File: src/rtl/imm_mem_loader_if.sv
// Stream handshake bundle feeding the immediate memory loader.
// The master drives bytes (header first, then data); the slave returns S_READY.
interface imm_mem_loader_if #(
  parameter int DATA_W = 8
);
  logic              S_VALID;
  logic              S_READY;
  logic [DATA_W-1:0] S_DATA;
  logic              S_LAST;

  modport master (
    output S_VALID,
    output S_DATA,
    output S_LAST,
    input  S_READY
  );

  modport slave (
    input  S_VALID,
    input  S_DATA,
    input  S_LAST,
    output S_READY
  );
endinterface

File: src/rtl/imm_mem_loader.sv
// Write-side front end for the 32 x 8 immediate memory.
// Decodes a one-byte header (start address in bits [ADDR_W-1:0]) and writes the
// following data bytes to consecutive addresses, wrapping modulo the depth.
// Optional feature macro: IMM_LOADER_VERIFY_EN adds a read-back check of every
// written byte (IMM_DO / ERR_VFY ports) at a rate of one byte per two cycles.
module imm_mem_loader #(
  parameter int ADDR_W = 5,
  parameter int DATA_W = 8
) (
  input  logic              WCLK,
  input  logic              RSTN,
  imm_mem_loader_if.slave   s_if,
  input  logic              ERR_CLR,
  output logic              IMM_WE,
  output logic [ADDR_W-1:0] IMM_ADDR,
  output logic [DATA_W-1:0] IMM_DIN,
  output logic              BUSY,
  output logic              DONE,
  output logic [ADDR_W:0]   WCOUNT,
  output logic              ERR_OVF
`ifdef IMM_LOADER_VERIFY_EN
  ,
  input  logic [DATA_W-1:0] IMM_DO,
  output logic              ERR_VFY
`endif
);

  typedef enum logic [1:0] {
    ST_IDLE = 2'd0,
    ST_DATA = 2'd1,
    ST_FIN  = 2'd2
  } state_t;

  // Word count value meaning "memory full": further data bytes are discarded.
  localparam logic [ADDR_W:0] DEPTH_C = {1'b1, {ADDR_W{1'b0}}};

  state_t              state_q,   state_d;
  logic                s_ready_q, s_ready_d;
  logic                we_q,      we_d;
  logic [ADDR_W-1:0]   addr_q,    addr_d;
  logic [DATA_W-1:0]   din_q,     din_d;
  logic [ADDR_W-1:0]   base_q,    base_d;
  logic [ADDR_W:0]     wcount_q,  wcount_d;
  logic                busy_q,    busy_d;
  logic                done_q,    done_d;
  logic                err_ovf_q, err_ovf_d;
  logic                xfer_s;
`ifdef IMM_LOADER_VERIFY_EN
  logic                hold_q,      hold_d;
  logic                chk_q,       chk_d;
  logic                pend_last_q, pend_last_d;
  logic                err_vfy_q,   err_vfy_d;
`endif

  assign xfer_s = s_if.S_VALID & s_ready_q;

  // Next-state, write-port and status computation.
  always_comb begin
    state_d   = state_q;
    base_d    = base_q;
    wcount_d  = wcount_q;
    addr_d    = addr_q;
    din_d     = din_q;
    we_d      = 1'b0;
    if (ERR_CLR) begin
      err_ovf_d = 1'b0;
    end else begin
      err_ovf_d = err_ovf_q;
    end
`ifdef IMM_LOADER_VERIFY_EN
    hold_d      = 1'b0;
    chk_d       = 1'b0;
    pend_last_d = pend_last_q;
    if (ERR_CLR) begin
      err_vfy_d = 1'b0;
    end else begin
      err_vfy_d = err_vfy_q;
    end
    // The check cycle sees the completed write with address/data still held.
    if (chk_q && (IMM_DO != din_q)) begin
      err_vfy_d = 1'b1;
    end else begin
      err_vfy_d = err_vfy_d;
    end
`endif

    case (state_q)
      ST_IDLE: begin
        if (xfer_s) begin
          base_d   = s_if.S_DATA[ADDR_W-1:0];
          wcount_d = '0;
          if (s_if.S_LAST) begin
            state_d = ST_FIN;
          end else begin
            state_d = ST_DATA;
          end
        end else begin
          state_d = ST_IDLE;
        end
      end
      ST_DATA: begin
`ifdef IMM_LOADER_VERIFY_EN
        if (hold_q) begin
          // Only bytes that were actually written get read back.
          chk_d = we_q;
          if (pend_last_q) begin
            state_d = ST_FIN;
          end else begin
            state_d = ST_DATA;
          end
        end else if (xfer_s) begin
          hold_d      = 1'b1;
          pend_last_d = s_if.S_LAST;
        end else begin
          state_d = ST_DATA;
        end
`else
        if (xfer_s && s_if.S_LAST) begin
          state_d = ST_FIN;
        end else begin
          state_d = ST_DATA;
        end
`endif
        if (xfer_s) begin
          if (wcount_q == DEPTH_C) begin
            err_ovf_d = 1'b1;
          end else begin
            we_d     = 1'b1;
            addr_d   = base_q + wcount_q[ADDR_W-1:0];
            din_d    = s_if.S_DATA;
            wcount_d = wcount_q + {{ADDR_W{1'b0}}, 1'b1};
          end
        end else begin
          we_d = 1'b0;
        end
      end
      ST_FIN: begin
        state_d = ST_IDLE;
      end
      default: begin
        state_d = ST_IDLE;
      end
    endcase

    s_ready_d = (state_d != ST_FIN);
`ifdef IMM_LOADER_VERIFY_EN
    if (hold_d) begin
      s_ready_d = 1'b0;
    end else begin
      s_ready_d = s_ready_d;
    end
`endif
    busy_d = (state_d != ST_IDLE);
    done_d = (state_d == ST_FIN);
  end

  // State and output registers with synchronous active-low reset.
  always_ff @(posedge WCLK) begin
    if (!RSTN) begin
      state_q   <= ST_IDLE;
      s_ready_q <= 1'b0;
      we_q      <= 1'b0;
      addr_q    <= '0;
      din_q     <= '0;
      base_q    <= '0;
      wcount_q  <= '0;
      busy_q    <= 1'b0;
      done_q    <= 1'b0;
      err_ovf_q <= 1'b0;
`ifdef IMM_LOADER_VERIFY_EN
      hold_q      <= 1'b0;
      chk_q       <= 1'b0;
      pend_last_q <= 1'b0;
      err_vfy_q   <= 1'b0;
`endif
    end else begin
      state_q   <= state_d;
      s_ready_q <= s_ready_d;
      we_q      <= we_d;
      addr_q    <= addr_d;
      din_q     <= din_d;
      base_q    <= base_d;
      wcount_q  <= wcount_d;
      busy_q    <= busy_d;
      done_q    <= done_d;
      err_ovf_q <= err_ovf_d;
`ifdef IMM_LOADER_VERIFY_EN
      hold_q      <= hold_d;
      chk_q       <= chk_d;
      pend_last_q <= pend_last_d;
      err_vfy_q   <= err_vfy_d;
`endif
    end
  end

  assign s_if.S_READY = s_ready_q;
  assign IMM_WE       = we_q;
  assign IMM_ADDR     = addr_q;
  assign IMM_DIN      = din_q;
  assign BUSY         = busy_q;
  assign DONE         = done_q;
  assign WCOUNT       = wcount_q;
  assign ERR_OVF      = err_ovf_q;
`ifdef IMM_LOADER_VERIFY_EN
  assign ERR_VFY      = err_vfy_q;
`endif

endmodule
File: src/flat_wrapper.sv
// flat-port wrapper written by rule: the top's interface ports become plain ports
module imm_mem_loader_flat 
#(
  parameter int ADDR_W = 5,
  parameter int DATA_W = 8
)
  (WCLK, RSTN, ERR_CLR, IMM_WE, IMM_ADDR, IMM_DIN, BUSY, DONE, WCOUNT, ERR_OVF, s_if_S_VALID, s_if_S_DATA, s_if_S_LAST, s_if_S_READY);
  imm_mem_loader_if #(.DATA_W(DATA_W)) s_if_i ();
  input  logic WCLK;
  input  logic RSTN;
  input  logic ERR_CLR;
  output logic IMM_WE;
  output logic [ADDR_W-1:0] IMM_ADDR;
  output logic [DATA_W-1:0] IMM_DIN;
  output logic BUSY;
  output logic DONE;
  output logic [ADDR_W:0] WCOUNT;
  output logic ERR_OVF;
  input wire logic [$bits(s_if_i.S_VALID)-1:0] s_if_S_VALID;
  input wire logic [$bits(s_if_i.S_DATA)-1:0] s_if_S_DATA;
  input wire logic [$bits(s_if_i.S_LAST)-1:0] s_if_S_LAST;
  output wire logic [$bits(s_if_i.S_READY)-1:0] s_if_S_READY;
  assign s_if_i.S_VALID = s_if_S_VALID;
  assign s_if_i.S_DATA = s_if_S_DATA;
  assign s_if_i.S_LAST = s_if_S_LAST;
  assign s_if_S_READY = s_if_i.S_READY;
  imm_mem_loader #(.ADDR_W(ADDR_W), .DATA_W(DATA_W)) u_core (.WCLK(WCLK), .RSTN(RSTN), .s_if(s_if_i), .ERR_CLR(ERR_CLR), .IMM_WE(IMM_WE), .IMM_ADDR(IMM_ADDR), .IMM_DIN(IMM_DIN), .BUSY(BUSY), .DONE(DONE), .WCOUNT(WCOUNT), .ERR_OVF(ERR_OVF));
endmodule
File: config.mk
export PLATFORM = sky130hd
export DESIGN_NAME = imm_mem_loader_flat
export DESIGN_NICKNAME = d
export VERILOG_FILES = /design/src/rtl/imm_mem_loader_if.sv /design/src/rtl/imm_mem_loader.sv /design/src/flat_wrapper.sv
export SDC_FILE = /design/constraint.sdc
export NUM_CORES = 1
export LEC_CHECK = 0
export CORE_ASPECT_RATIO = 0.6
export CORE_MARGIN = 1.5
export CORE_UTILIZATION = 40
export DETAILED_ROUTE_END_ITERATION = 7
export GPL_ROUTABILITY_DRIVEN = 0
export PLACE_DENSITY_LB_ADDON = 0.05
export SYNTH_ARGS = -nofsm -noshare
export SYNTH_HDL_FRONTEND = slang
export SYNTH_SLANG_ARGS = --single-unit
File: constraint.sdc
create_clock -name WCLK -period 2.5 [get_ports WCLK]
set_clock_uncertainty 0.15 [all_clocks]
set_input_delay 0.5 -clock WCLK [delete_from_list [all_inputs] [get_ports WCLK]]
set_output_delay 0.5 -clock WCLK [all_outputs]
set_load 0.02 [all_outputs]
==> flow_summary.yaml <==
drt:
  drc: 0
  viasPerCell: 4.84
  drt-pass1-iter-count: 4
  drtIter0Drc: 35
  dr_total_vias: 1085
  antenna_left: 0
  postRouteWirelength_mm: 2.92
  routedWlPerCell_um: 13.0
timing:
  rsz0062_at_grt: "no"
  hold_viol_final: 0
  max_freq_mhz: 488
  worst_pin_slew_ns: 0.265
  slew_viol_final: 0
  setup_viol: 0
  relSlewSlack_pct: 82.3
  final.min_clock_period_ns: 2.05
  finalSetupTns_ns: 0
  final.period_utilization_pct: 82.0
global_routing:
  top_usage_layer: "met1"
  grtUsageTotal_pct: 16.4
  grt_pass1_wl_mm: 4.83
  grt_pass1_vias: 1034
  met3_usage_pct: 5.47
  grt_remaining_overflow: 0
  antenna_found_initial: 0
  use_met1_pct: 24.1
  grt_max_degree: 24
  grt.met2_usage_pct: 21.9
finish:
  synthToLayoutAreaGrowth_pct: 35.1
  drive_gt1_share_pct: 8.94
  fillers: 295
  n_antenna_cell: 0
  layout.nets: 198
clock_network:
  numClockSinks: 31
  h-tree-depth: 2
  clk_pin_slew_worst_paths_ns: 0.06
  clockRootBuffer: "clkbuf_8"
  ctsResizeCount: 0
  cts-buffers-inserted: 5
  postCtsHoldBufs: 0
  post_cts_buffers: 0
  cts_buffer_depth: 2
  cts_tree: "built"
  clk_latency_ns: 0.27
setup_path:
  timing.rr.start: "u_core.WCOUNT[0]"
  cp_cell_sequence: "clkdlybuf4s50_1"
  critPathMaxFanout: 8
  crit_family: "buffers and inverters"
  critPathLaunchType: "flip-flop"
  cp-end-kind: "output pin"
  reg2reg_slack_ns: 0.56
  cp.buffers_inverters: 1
  timing.rr.end: "u_core.IMM_ADDR[4]"
  setup.worst_path.class: "reg -> out"
  max_stage_delay_ns: 0.66
  crit_required_ns: 1.85
  arrival_ns: 1.40
  cp_slowest_cell: "clkdlybuf4s50_1"
  rr_worst_depth: 6
job:
  drv_cap: 0
die:
  die_area_mm2: 0.00385
  coreArea_mm2: 0.00328
  dieWidth_um: 79.1
  pin_count: 37
  initial_core_util_pct: 42.3
  die_h_um: 48.6
  rows: 16
synthesis:
  netlist_instances: 137
  syn_area_per_cell_um2: 10.1
  yosys_warnings: 0
  synth_nets: 157
  ys_ff_latch: 31
  synth_cell_types: 42
  yosysSeqAreaShare_pct: 44.7
  netlist_area_mm2: 0.00139
placement:
  hpwlAfterDp_mm: 2.13
  port_buffers: 36
pwr:
  seqPwrFrac_pct: 52.8
  switching_power_uw: 226
  p_comb_share_pct: 9.0
  p_sw_share_pct: 23.2
  p_clk_share_pct: 38.1
  leakage_nw: 0.714
  max-vdd-ir-drop_mv: 0.316
  p_total_uw: 970
  p_int_uw: 745
  powerDensity_mw_per_mm2: 517
worst_hold_path:
  holdPathStages: 2
  hold_end: "u_core.IMM_ADDR[3]"
  min_from: "u_core.IMM_ADDR[3]"
  hold_path.class: "reg -> reg"
status:
  outcome: "completed"
==> final cells by class <==
| type | count | area, µm² | area share (%) |
|---|---|---|---|
| tap | 45 | 56.3 | 3.00 |
| clock inverter | 1 | 5.00 | 0.267 |
| multi-input combinational | 95 | 697 | 37.1 |
| inverter | 5 | 18.8 | 1.00 |
| clock buffer | 7 | 76.3 | 4.07 |
| sequential | 31 | 621 | 33.1 |
| timing repair buffer | 40 | 403 | 21.5 |
==> power groups by stage <==
stage	Sequential (mW)	Clock (mW)	Combinational [mW]
4_1_cts	0.513	0.380	0.0881
6_report	0.513	0.370	0.0876
2_1_floorplan	0.527	0	0.0408
3_5_place_dp	0.524	0	0.0875
5_1_grt	0.514	0.411	0.0949
3_3_place_gp	0.523	0	0.0860
==> cells in the mapped netlist, drive strengths merged <==
cell,number,area [µm²]
a211o,1,8.76
a211oi,2,20.0
a21o,2,15.0
a21oi,8,40.0
a22oi,1,7.51
a31oi,1,21.3
a41oi,1,8.76
and2,2,13.8
and2b,1,8.76
and3,3,18.8
and3b,1,8.76
buf,3,31.3
clkbuf,2,8.75
dfxtp,31,621
dlymetal6s2s,1,12.5
fa,1,20.0
ha,6,75.1
inv,5,18.8
mux2i,15,150
nand2,4,15.0
nand2b,1,6.26
nand3,4,20.0
nand3b,1,7.51
nand4,1,6.26
nand4b,1,23.8
nor2,21,78.8
nor3,2,15.0
nor3b,1,7.51
o211ai,1,7.51
o21a,1,7.51
o21ai,4,20.0
o22ai,1,6.26
o2bb2ai,1,8.76
o31ai,1,7.51
or4,1,7.51
xnor2,4,35.0
==> cell families (layout without fill, tap and decap cells) <==
group / count (synthesis) / count (layout) / share of synthesized area, %
and+or+nand+nor: 44 / 44 / 17.1
adders and majority gates: 7 / 7 / 6.85
muxes: 15 / 15 / 10.8
xor gates and xnor gates: 4 / 4 / 2.52
DFF: 31 / 31 / 44.7
buffers and inverters: 11 / 53 / 5.13
AOI/OAI and AO/OA: 25 / 25 / 12.9
==> cells in the final DEF, fill, tap and decap left out, drive strengths merged, types with 3 or more instances in the layout <==
master / n
clkdlybuf4s50: 36
dfxtp: 31
nor2: 21
mux2i: 15
a21oi: 8
clkbuf: 7
ha: 6
inv: 5
nand3: 4
xnor2: 4
nand2: 4
o21ai: 4
buf: 4
and3: 3
==> routing by layer <==
metal  part of all wire, %  vias to the layer above  wire [µm]
met3                   5.2                        5        152
li1                      -                      561          -
met4                  0.79                        0         23
met1                    54                      487       1560
met5                     0                        -          0
met2                    40                       32       1180
==> through the flow <==
stage	cell area, µm²	setup WS, ns	cells	hold slack [ns]	utilization, %
floorplan	1390	0.650	137	0.315	-
global placement	1800	0.405	216	0.307	54.7
detailed placement	1800	0.346	216	0.320	54.7
CTS	1880	0.442	224	0.329	57.2
global route	1880	0.392	224	0.339	57.2
finish	1880	0.451	224	0.319	57.2
==> worst max-delay path by stage <==
stage | startpoint | endpoint | slack [ns] | cells after the start
after floorplan | u_core.WCOUNT[1] | u_core.IMM_DIN[0] | 0.65 | 7
after global placement | s_if_S_VALID | u_core.IMM_DIN[4] | 0.40 | 6
after detailed placement | s_if_S_VALID | u_core.IMM_DIN[5] | 0.35 | 6
after CTS | u_core.WCOUNT[2] | WCOUNT[2] | 0.44 | 1
after global routing | u_core.WCOUNT[1] | WCOUNT[1] | 0.39 | 1
final | u_core.WCOUNT[2] | WCOUNT[2] | 0.45 | 1
==> sequential cells by signal (all words and copies together) (netlist names) <==
register	cells
u_core.IMM_ADDR	5
u_core.IMM_WE	1
u_core.ERR_OVF	1
u_core.base_q	5
u_core.s_if.S_READY	1
u_core.DONE	1
u_core.state_q	2
u_core.BUSY	1
u_core.IMM_DIN	8
u_core.WCOUNT	6
Note: power is estimated with default switching activity, not from simulation.
